$ cat src/rtl/hazard_pkg.sv
// rtl/hazard_pkg.sv - shared types and helpers for the hazard/forwarding unit
package hazard_pkg;

  // Entry rd field is sized for the widest supported register file; narrower
  // REG_AW values are zero-extended on entry.
  localparam int HZ_RD_W     = 8;
  localparam int FWD_REGFILE = 0;

  typedef struct packed {
    logic               valid;
    logic [HZ_RD_W-1:0] rd;
    logic               we;
    logic               is_load;
  } hz_entry_t;

  function automatic int fwd_width(input int n);
    return (n < 1) ? 1 : $clog2(n + 1);
  endfunction

endpackage

$ cat src/rtl/hazard_fwd_match.sv
// rtl/hazard_fwd_match.sv - priority match of one source register against the scoreboard
module hazard_fwd_match
  import hazard_pkg::*;
#(
  parameter int  NUM_STAGES   = 2,
  parameter int  LOAD_LATENCY = 1,
  localparam int FWD_W        = fwd_width(NUM_STAGES)
) (
  input  hz_entry_t [NUM_STAGES-1:0] entries,
  input  logic [HZ_RD_W-1:0]         rs,
  input  logic                       rs_used,
  output logic [FWD_W-1:0]           hit_sel,
  output logic                       load_block
);

  // Scan oldest to youngest so the youngest producer's assignment lands last.
  always_comb begin
    hit_sel    = FWD_W'(FWD_REGFILE);
    load_block = 1'b0;
    for (int k = NUM_STAGES; k >= 1; k--) begin
      if (entries[k-1].valid && entries[k-1].we && (entries[k-1].rd == rs) &&
          (rs != '0) && rs_used) begin
        hit_sel    = FWD_W'(k);
        load_block = entries[k-1].is_load && (k <= LOAD_LATENCY);
      end
    end
  end

endmodule

$ cat src/rtl/hazard_unit.sv
// rtl/hazard_unit.sv - scoreboard-based forwarding, load-use stall and redirect flush
// Optional perf counters enabled by defining HAZARD_PERF_EN.
module hazard_unit
  import hazard_pkg::*;
#(
  parameter int  NUM_STAGES   = 2,
  parameter int  LOAD_LATENCY = 1,
  parameter int  FLUSH_CYCLES = 1,
  parameter int  REG_AW       = 5,
  localparam int FWD_W        = fwd_width(NUM_STAGES)
) (
  input  logic              clk,
  input  logic              rst_n,
  input  logic              id_valid,
  input  logic [REG_AW-1:0] id_rs1,
  input  logic [REG_AW-1:0] id_rs2,
  input  logic              id_rs1_used,
  input  logic              id_rs2_used,
  input  logic [REG_AW-1:0] id_rd,
  input  logic              id_reg_we,
  input  logic              id_is_load,
  input  logic              ex_redirect,
  output logic              stall_o,
  output logic              flush_o,
  output logic [FWD_W-1:0]  fwd_sel_a,
  output logic [FWD_W-1:0]  fwd_sel_b
`ifdef HAZARD_PERF_EN
  ,
  output logic [31:0]       perf_stall_cnt,
  output logic [31:0]       perf_flush_cnt
`endif
);

  hz_entry_t [NUM_STAGES-1:0] entries;
  hz_entry_t                  id_entry;
  logic [2:0]                 flush_cnt;
  logic [FWD_W-1:0]           hit_a, hit_b;
  logic                       blk_a, blk_b;

  hazard_fwd_match #(
    .NUM_STAGES   (NUM_STAGES),
    .LOAD_LATENCY (LOAD_LATENCY)
  ) u_match_a (
    .entries    (entries),
    .rs         (HZ_RD_W'(id_rs1)),
    .rs_used    (id_valid & id_rs1_used),
    .hit_sel    (hit_a),
    .load_block (blk_a)
  );

  hazard_fwd_match #(
    .NUM_STAGES   (NUM_STAGES),
    .LOAD_LATENCY (LOAD_LATENCY)
  ) u_match_b (
    .entries    (entries),
    .rs         (HZ_RD_W'(id_rs2)),
    .rs_used    (id_valid & id_rs2_used),
    .hit_sel    (hit_b),
    .load_block (blk_b)
  );

  // A redirect kills the stalling instruction, so flush overrides stall.
  always_comb begin
    flush_o   = ex_redirect | (flush_cnt != 3'd0);
    stall_o   = (blk_a | blk_b) & ~flush_o;
    fwd_sel_a = blk_a ? FWD_W'(FWD_REGFILE) : hit_a;
    fwd_sel_b = blk_b ? FWD_W'(FWD_REGFILE) : hit_b;
  end

  always_comb begin
    id_entry.valid   = id_valid & ~stall_o & ~flush_o;
    id_entry.rd      = HZ_RD_W'(id_rd);
    id_entry.we      = id_reg_we;
    id_entry.is_load = id_is_load;
  end

  always_ff @(posedge clk or negedge rst_n) begin
    if (!rst_n) begin
      entries <= '0;
    end else begin
      entries[0] <= id_entry;
      for (int k = 1; k < NUM_STAGES; k++) begin
        entries[k] <= entries[k-1];
      end
    end
  end

  always_ff @(posedge clk or negedge rst_n) begin
    if (!rst_n) begin
      flush_cnt <= 3'd0;
    end else if (ex_redirect) begin
      flush_cnt <= 3'(FLUSH_CYCLES - 1);
    end else if (flush_cnt != 3'd0) begin
      flush_cnt <= flush_cnt - 3'd1;
    end
  end

`ifdef HAZARD_PERF_EN
  always_ff @(posedge clk or negedge rst_n) begin
    if (!rst_n) begin
      perf_stall_cnt <= 32'd0;
      perf_flush_cnt <= 32'd0;
    end else begin
      if (stall_o) perf_stall_cnt <= perf_stall_cnt + 32'd1;
      if (flush_o) perf_flush_cnt <= perf_flush_cnt + 32'd1;
    end
  end
`endif

endmodule

$ cat config.mk
export PLATFORM = sky130hd
export DESIGN_NAME = hazard_unit
export DESIGN_NICKNAME = d
export VERILOG_FILES = /design/src/rtl/hazard_pkg.sv /design/src/rtl/hazard_fwd_match.sv /design/src/rtl/hazard_unit.sv
export SDC_FILE = /design/constraint.sdc
export NUM_CORES = 1
export LEC_CHECK = 0
export BUFFER_PORTS_ARGS = -buffer_cell sky130_fd_sc_hd__buf_2
export CAP_MARGIN = 20
export CORE_UTILIZATION = 51
export DETAILED_ROUTE_END_ITERATION = 8
export PLACE_DENSITY = 0.78
export RECOVER_POWER = 50
export SLEW_MARGIN = 20
export SYNTH_ARGS = -nofsm -noshare
export SYNTH_HDL_FRONTEND = slang
export SYNTH_HIERARCHICAL = 1
export SYNTH_SLANG_ARGS = --single-unit
$ cat constraint.sdc
create_clock -name clk -period 2.1 [get_ports clk]
set_clock_uncertainty 0.2 [all_clocks]
set_input_delay 0.21 -clock clk [delete_from_list [all_inputs] [get_ports clk]]
set_output_delay 0.21 -clock clk [all_outputs]
set_load 0.02 [all_outputs]
==> metrics.yaml, run 1 <==
status:
  status: "finished with violations"
  violations: "setup timing"
sta:
  tns_ns: -0.1981
  maxSlewViolCount: 0
  final-setup-viol-count: 5
  fin_crit_ns: 2.191
  rsz0062_at_grt: "true"
  hold_viol: 0
  fin_crit_sh_pct: 104.3
  max_freq_mhz: 456.5
  setup_ws_ns: -0.09065
synth:
  avgSynthCellArea_um2: 10.61
  synthCells: 102
  syn-cell-area_mm2: 0.001082
  synth_warnings: 6
grt:
  grt_pass1_wl_um: 3187
  globalRouteOverflowTotal: 0
  grt_max_degree: 19
  grt_pass1_vias: 843
  antenna_found_initial: 0
  grt.total_usage_pct: 20.69
clock_tree:
  tritoncts: "built"
  numCtsBuffers: 3
  cts_root_buf: "clkbuf_4"
  clock_path_buffers: 2
  h-tree-depth: 1
  cts.sinks: 18
  clk_latency_ns: 0.27
  path_clk_slew_ns: 0.09
setup_path:
  setup.worst_path.start_class: "flip-flop"
  critPathMaxStageDelay_ns: 0.45
  criticalPathCategory: "flip-flop to output pin"
  crit_path_cell_trace: "xnor2_1 > nand3_2 > nor3_4 > and3_4 > nor2_1 > nor2_1 > buf_4"
  cp_top_family: "simple AND/OR/NAND/NOR gates"
  crit_buf_inv: 1
  cp_slowest_cell: "dfrtp_1"
  end_kind: "output pin"
  cpMostUsedCell: "nor2_1"
  cp.arrival_ns: 1.78
  cp_max_fo: 4
  worstPathRequired_ns: 1.69
power:
  leakage_nw: 0.7213
  seqPwrFrac_pct: 47.9
  peakVddDrop_mv: 0.5553
  p_switching_w: 0.0002721
  power_density_mw_per_mm2: 557.4
  intPower_w: 0.0006010
  switching_share_pct: 31.16
  comb_power_share_pct: 34.5
  power.share.clock_pct: 17.5
  power_w: 0.0008731
floorplan:
  rows: 16
  initial_core_util_pct: 54.61
  core_mm2: 0.001982
  die_h_um: 48.07
  die_w_um: 48.07
  io_pins: 29
  fp.dieArea_mm2: 0.002310
route:
  routedWlPerCell_um: 11.43
  wl_met1_um: 946
  dr.pass1.iters: 3
  viasPerCell: 4.532
  drt-total-wl_um: 2297
  route.detailed.drc: 0
  vias: 911
  drtAntennaViolNets: 0
  met2_length_um: 1261
  drtIter0Drc: 3
  wl_met3_um: 55
  highest_layer: "met4"
placed_design:
  place.gp.congestion: 0.8141
  pre_cts_slack_ns: 0.1169
  hpwl_um: 1788
  portBuffers: 28
cells_and_area:
  antenna_cells: 0
  fillers: 134
  drive_gt1_share_pct: 28.74
  nets: 201
  syn_to_final_growth_pct: 44.74
flow_run:
  drv_cap: 0
hold_path:
  worstHoldPathType: "input port to flip-flop"
path summary, 6_finish.rpt:
path,from,to,slack (ns),cells past startpoint
min,id_valid,entries[10],0.03,2
max,entries[3],stall_o,-0.09,7
max reg2reg,flush_cnt[0],entries[10],0.51,5
min in group asynchronous,rst_n,flush_cnt[1],0.18,2
max in group asynchronous,rst_n,entries[5],1.21,2
min reg2reg,entries[10],entries[21],0.23,0
cell type report:
class	count	area, um^2	area share (%)
inverters	3	11.26	0.7189
flip-flops and latches	18	451.7	28.83
repair buffers	40	262.8	16.77
well taps	27	33.78	2.157
clock buffers	3	22.52	1.438
multi-input cells	110	784.5	50.08
per-stage QoR:
stage | utilization (%) | cells | hold WS (ns) | cell area, um^2
2_1_floorplan | - | 131 | -0.2856 | 1191
3_3_place_gp | 68.88 | 186 | -0.05356 | 1365
3_5_place_dp | 68.88 | 186 | -0.04679 | 1365
4_1_cts | 76.20 | 200 | 0.01611 | 1510
5_1_grt | 79.04 | 201 | 0.01476 | 1567
6_report | 79.04 | 201 | 0.02673 | 1567
registers in the layout, indices dropped and copies added (netlist names):
signal and count:
flush_cnt 3, entries 15
power groups by stage:
stage	combinational, W	clock [W]	sequential (W)
floorplan	0.000201	0	0.000416
global placement	0.000259	0	0.000422
detailed placement	0.000276	0	0.000424
CTS	0.000292	0.000162	0.000417
global route	0.000343	0.000173	0.000424
finish	0.000302	0.000153	0.000419
placed cells by master (no fill, tap or decap), drive strengths merged, types with 2 or more instances in the layout:
master,n
xnor2,24
xor2,9
nor2b,6
clkbuf,3
inv,3
buf,31
conb,30
nor2,3
a211oi,2
and2,6
nand4,4
dfrtp,18
nand2,4
nand3,6
nor3,2
ha,2
dlygate4sd3,9
nor4,8
and3,2
routing by layer:
| metal | track usage (%) | up-vias |
|---|---|---|
| met5 | 0 | - |
| met1 | 22.60 | 426 |
| met2 | 40.54 | 20 |
| met4 | 8.889 | 0 |
| li1 | - | 461 |
| met3 | 1.132 | 4 |
what timing repair did:
| action | in CTS | in global routing |
|---|---|---|
| gates resized for setup | 5 | 9 |
| endpoints found under the hold margin | 28 | 0 |
| hold buffers | 9 | 0 |
| pin swaps | 2 | 4 |
| setup buffers | 2 | 1 |
| endpoints found under the setup margin | 5 | 5 |
| cloned | 0 | 0 |
(Power assumes the default switching activity.)
==> run 2: changes to the inputs <==
--- a/config.mk
+++ b/config.mk
@@ -5,9 +5,10 @@
 export SDC_FILE = /design/constraint.sdc
 export NUM_CORES = 1
 export LEC_CHECK = 0
-export BUFFER_PORTS_ARGS = -buffer_cell sky130_fd_sc_hd__buf_2
+export BUFFER_PORTS_ARGS = -buffer_cell sky130_fd_sc_hd__buf_4
 export CAP_MARGIN = 20
 export CORE_UTILIZATION = 51
+export CTS_CLUSTER_SIZE = 30
 export DETAILED_ROUTE_END_ITERATION = 8
 export PLACE_DENSITY = 0.78
 export RECOVER_POWER = 50
==> run 2 against run 1 <==
- the flow still finishes with violations (setup timing)
- clock power up 36%
- final cell count grew 0.50%
- final area up 3.7%
- global-route usage grew 1.8 points
- sequential share of layout area decreased by 1.1 points
- sequential power about the same
- first-iteration DRC count increased to 4.7 times the previous value
- worst setup slack worse by 0.13 ns
- hold slack got worse by 0.014 ns
- non-clock buffer count unchanged
- critical path depth did not move
- critical path type unchanged
==> metrics.yaml, run 2 (synthesis gave the netlist of run 1 again) <==
setup_path:
  setup.worst_path.start_class: "flip-flop"
  end_kind: "output pin"
  rrSetupSlack_ns: 0.25
  cp.arrival_ns: 1.91
  worstPathRequired_ns: 1.69
  criticalPathCategory: "flip-flop to output pin"
  cp_max_fo: 4
power:
  power_density_mw_per_mm2: 578.2
  p_switching_w: 0.0002886
  power_w: 0.0009391
  power.share.clock_pct: 22.1
  leakage_nw: 0.7224
  seqPwrFrac_pct: 44.4
  comb_power_share_pct: 33.4
  peakVddDrop_mv: 0.5820
  switching_share_pct: 30.73
  intPower_w: 0.0006505
clock_tree:
  path_clk_slew_ns: 0.10
  cts.sinks: 18
  cts_root_buf: "clkbuf_4"
  h-tree-depth: 1
  tritoncts: "built"
  numCtsBuffers: 3
  clock_path_buffers: 2
  clk_latency_ns: 0.29
route:
  drt-total-wl_um: 2540
  viasPerCell: 4.673
  route.detailed.drc: 0
  dr.pass1.iters: 4
  routedWlPerCell_um: 12.57
  drtIter0Drc: 14
  vias: 944
  drtAntennaViolNets: 0
sta:
  fin_crit_ns: 2.321
  final-setup-viol-count: 5
  maxSlewViolCount: 0
  hold_viol: 0
  max_freq_mhz: 430.8
  rsz0062_at_grt: "true"
  max_slew_margin_pct: 37.93
  fin_crit_sh_pct: 110.5
  setup_ws_ns: -0.2211
  tns_ns: -0.5548
  tightest_slew_ns: 0.9311
cells_and_area:
  reg.largest.list: "entries: 15 flops, flush_cnt: 3 flops"
  regArea_um2: 450.4
  layout_commonest_cell: "conb_1"
  drive_gt1_share_pct: 27.43
  syn_to_final_growth_pct: 50.06
  antenna_cells: 0
  nets: 201
  multi_input_area_um2: 765.7
  final_cell_mix: "conb_1 (30), buf_4 (28), xnor2_1 (23)"
  regMostFlops: "entries"
  largest_reg_flops: 15
  fillers: 112
grt:
  globalRouteOverflowTotal: 0
  grt_pass1_wl_um: 3456
  grt.total_usage_pct: 22.52
  grt_max_degree: 19
  antenna_found_initial: 0
  grt_pass1_vias: 855
floorplan:
  fp.dieArea_mm2: 0.002310
  initial_core_util_pct: 54.61
  core_mm2: 0.001982
  io_pins: 29
  rows: 16
  die_h_um: 48.07
  die_w_um: 48.07
hold_path:
  worstHoldPathType: "input port to flip-flop"
placed_design:
  portBuffers: 28
  place.gp.congestion: 0.8423
  pre_cts_slack_ns: 0.1726
  hpwl_um: 1733
flow_run:
  drv_cap: 0
status:
  violations: "setup timing"
  status: "finished with violations"
-- run 2: changes by cell type in the layout (fill, tap and decap cells not counted), sizes merged --
cell    change
buf         -1
clkbuf      +2
-- run 2: per-layer routing --
layer | routed length (um) | track usage (%)
met3 | 106 | 1.887
met1 | 977 | 26.51
met5 | 0 | 0
met4 | 62 | 10.56
met2 | 1394 | 41.08
-- run 2: path summary, 6_finish.rpt --
kind                             from      endpoint  cells after the start
min in group asynchronous       rst_n  flush_cnt[1]                      2
max                        entries[6]       stall_o                      7
max in group asynchronous       rst_n   entries[13]                      2
max reg2reg                entries[6]   entries[10]                      7
min                          id_valid   entries[10]                      2
min reg2reg                entries[1]   entries[12]                      0
-- run 2: worst max-delay path: stages, from the launching register on --
cell,delay (ns)
dfrtp_1,0.45
xnor2_1,0.21
nand3_1,0.12
nor3_2,0.28
and3_4,0.27
nor2_1,0.05
nor2_1,0.11
buf_4,0.16
-- run 2: through the flow --
stage	util [%]	std cells	hold WS, ns	instance area (um^2)
6_report	81.94	202	0.01267	1624
3_5_place_dp	72.41	186	-0.1130	1435
5_1_grt	81.94	202	0.003741	1624
3_3_place_gp	72.41	186	-0.1141	1435
4_1_cts	80.05	201	0.005637	1587
2_1_floorplan	-	131	-0.2856	1191
-- run 2: cell type report --
| class | instances | area share, % |
|---|---|---|
| multi-input cells | 110 | 47.15 |
| flip-flops and latches | 18 | 27.73 |
| repair buffers | 40 | 20.11 |
| clock buffers | 4 | 2.234 |
| well taps | 27 | 2.080 |
| inverters | 3 | 0.6934 |
-- run 2: timing repair --
item | CTS | global route
hold endpoints to repair | 28 | 0
resized for setup | 2 | 8
buffers inserted | 2 | 1
pin swaps | 3 | 9
setup endpoints to repair | 5 | 5
hold buffers | 9 | 0
cloned | 0 | 0
-- run 2: power by group through the flow --
stage          clock network (W)  registers (W)  logic (W)
4_1_cts                 0.000214       0.000416   0.000310
2_1_floorplan                  0       0.000416   0.000201
5_1_grt                 0.000226       0.000421   0.000353
3_5_place_dp                   0       0.000423   0.000292
6_report                0.000208       0.000417   0.000314
3_3_place_gp                   0       0.000422   0.000274
==> run 3: changes to the inputs <==
--- a/config.mk
+++ b/config.mk
@@ -10,6 +10,7 @@
 export CORE_UTILIZATION = 51
 export CTS_CLUSTER_SIZE = 30
 export DETAILED_ROUTE_END_ITERATION = 8
+export HOLD_SLACK_MARGIN = 0.12
 export PLACE_DENSITY = 0.78
 export RECOVER_POWER = 50
 export SLEW_MARGIN = 20
==> run 3 against run 2 <==
- the run still ends with setup timing left
- fmax grew 0.36%
- sequential power hardly changed
- sequential cell count unchanged
- largest cell class unchanged
- largest power group unchanged
==> metrics.yaml, run 3 (synthesis gave the netlist of run 1 again) <==
flow_run:
  drv_cap: 0
setup_path:
  end_kind: "output pin"
  r2r_cells: 7
  criticalPathCategory: "flip-flop to output pin"
  cpMostUsedCell: "nor2_1"
  cp_slowest_cell: "dfrtp_1"
  cp.arrival_ns: 1.90
  cp_max_fo: 4
  crit_path_cell_trace: "xnor2_1 > nand3_1 > nor3_2 > and3_4 > nor2_1 > nor2_1 > buf_4"
  critPathMaxStageDelay_ns: 0.45
  setup.worst_path.start_class: "flip-flop"
  worstPathRequired_ns: 1.69
floorplan:
  die_w_um: 48.07
  fp.dieArea_mm2: 0.002310
  io_pins: 29
  initial_core_util_pct: 54.61
  core_mm2: 0.001982
  rows: 16
  die_h_um: 48.07
route:
  drt-total-wl_um: 2575
  drtIter0Drc: 13
  drtAntennaViolNets: 0
  route.detailed.drc: 0
  vias: 949
  viasPerCell: 4.652
  routedWlPerCell_um: 12.62
  dr.pass1.iters: 4
power:
  power.share.clock_pct: 22.0
  seqPwrFrac_pct: 43.8
  p_switching_w: 0.0002998
  power_w: 0.0009547
  power_density_mw_per_mm2: 579.4
  peakVddDrop_mv: 0.6327
  leakage_nw: 0.7329
  comb_power_share_pct: 34.2
  switching_share_pct: 31.40
  intPower_w: 0.0006549
placed_design:
  dp_cells: 186
  place.gp.congestion: 0.8423
  portBuffers: 28
  pre_cts_slack_ns: 0.1726
  hpwl_um: 1733
cells_and_area:
  reg.largest.list: "entries: 15 flops, flush_cnt: 3 flops"
  final_cell_mix: "conb_1 (30), xnor2_1 (23), buf_4 (22)"
  instances_no_fill: 204
  nets: 203
  antenna_cells: 0
  layout_commonest_cell: "conb_1"
  finish.utilization_pct: 83.14
  drive_gt1_share_pct: 27.68
  regMostFlops: "entries"
  syn_to_final_growth_pct: 52.25
  fillers: 106
  largest_reg_flops: 15
clock_tree:
  path_clk_slew_ns: 0.11
  clock_path_buffers: 2
  tritoncts: "built"
  clk_latency_ns: 0.29
  cts_root_buf: "clkbuf_4"
  numCtsBuffers: 3
  cts.sinks: 18
  h-tree-depth: 1
sta:
  max_freq_mhz: 432.4
  hold_viol: 0
  maxSlewViolCount: 0
  tightest_slew_ns: 0.7667
  setup_ws_ns: -0.2127
  final-setup-viol-count: 5
  rsz0062_at_grt: "true"
  tns_ns: -0.5350
  fin_crit_ns: 2.313
  max_slew_margin_pct: 48.72
  fin_crit_sh_pct: 110.1
grt:
  grt_pass1_vias: 882
  grt.total_usage_pct: 23.31
  antenna_found_initial: 0
  globalRouteOverflowTotal: 0
  grt_max_degree: 19
  grt_pass1_wl_um: 3601
hold_path:
  whs_path_depth: 0
  worstHoldPathType: "flip-flop to flip-flop"
status:
  violations: "setup timing"
  status: "finished with violations"
## run 3: area by class of cell
cell class,instances,area [um^2],area share (%)
flip-flops and latches,18,450.4,27.33
clock buffers,4,36.28,2.202
repair buffers,42,350.3,21.26
inverters,3,11.26,0.6834
multi-input cells,110,765.7,46.47
well taps,27,33.78,2.050
## run 3: repair_timing
action,in CTS,in global routing
buffers inserted,2,1
pin swaps,3,9
setup endpoints to repair,5,5
resized for setup,2,8
endpoints found under the hold margin,29,0
hold buffers,11,0
## run 3: per-layer routing
metal	up-vias	track usage, %	wire length, um
met5	-	0	0
met4	0	10.56	50
met3	6	1.887	99
met2	33	41.89	1430
met1	441	28.19	994
li1	469	-	-
## run 3: final timing paths
check	startpoint	end	slack, ns
min in group asynchronous	rst_n	flush_cnt[2]	0.85
setup / recovery	entries[6]	stall_o	-0.21
setup reg to reg	entries[6]	entries[10]	0.26
max in group asynchronous	rst_n	entries[13]	0.36
hold reg to reg	entries[10]	entries[21]	0.22
hold / removal	entries[10]	entries[21]	0.22
## run 3: metrics by stage
step	hold WS (ns)	area (um^2)
floorplan	-0.2856	1191
global placement	-0.1141	1435
detailed placement	-0.1130	1435
CTS	0.2197	1607
global route	0.2283	1648
finish	0.2200	1648
## run 3: critical path, delay by kind of cell (launching register included)
family	cells	cell delay (ns)
DFF	1	0.45
xor gates and xnor gates	1	0.20
buffers and inverters	1	0.16
and+or+nand+nor	5	0.81
## run 3: power by group through the flow
stage          Combinational (W)  Clock (W)  Sequential (W)
2_1_floorplan           0.000201          0        0.000416
3_3_place_gp            0.000274          0        0.000422
3_5_place_dp            0.000292          0        0.000423
4_1_cts                 0.000313   0.000214        0.000416
5_1_grt                 0.000370   0.000226        0.000423
6_report                0.000326   0.000210        0.000418
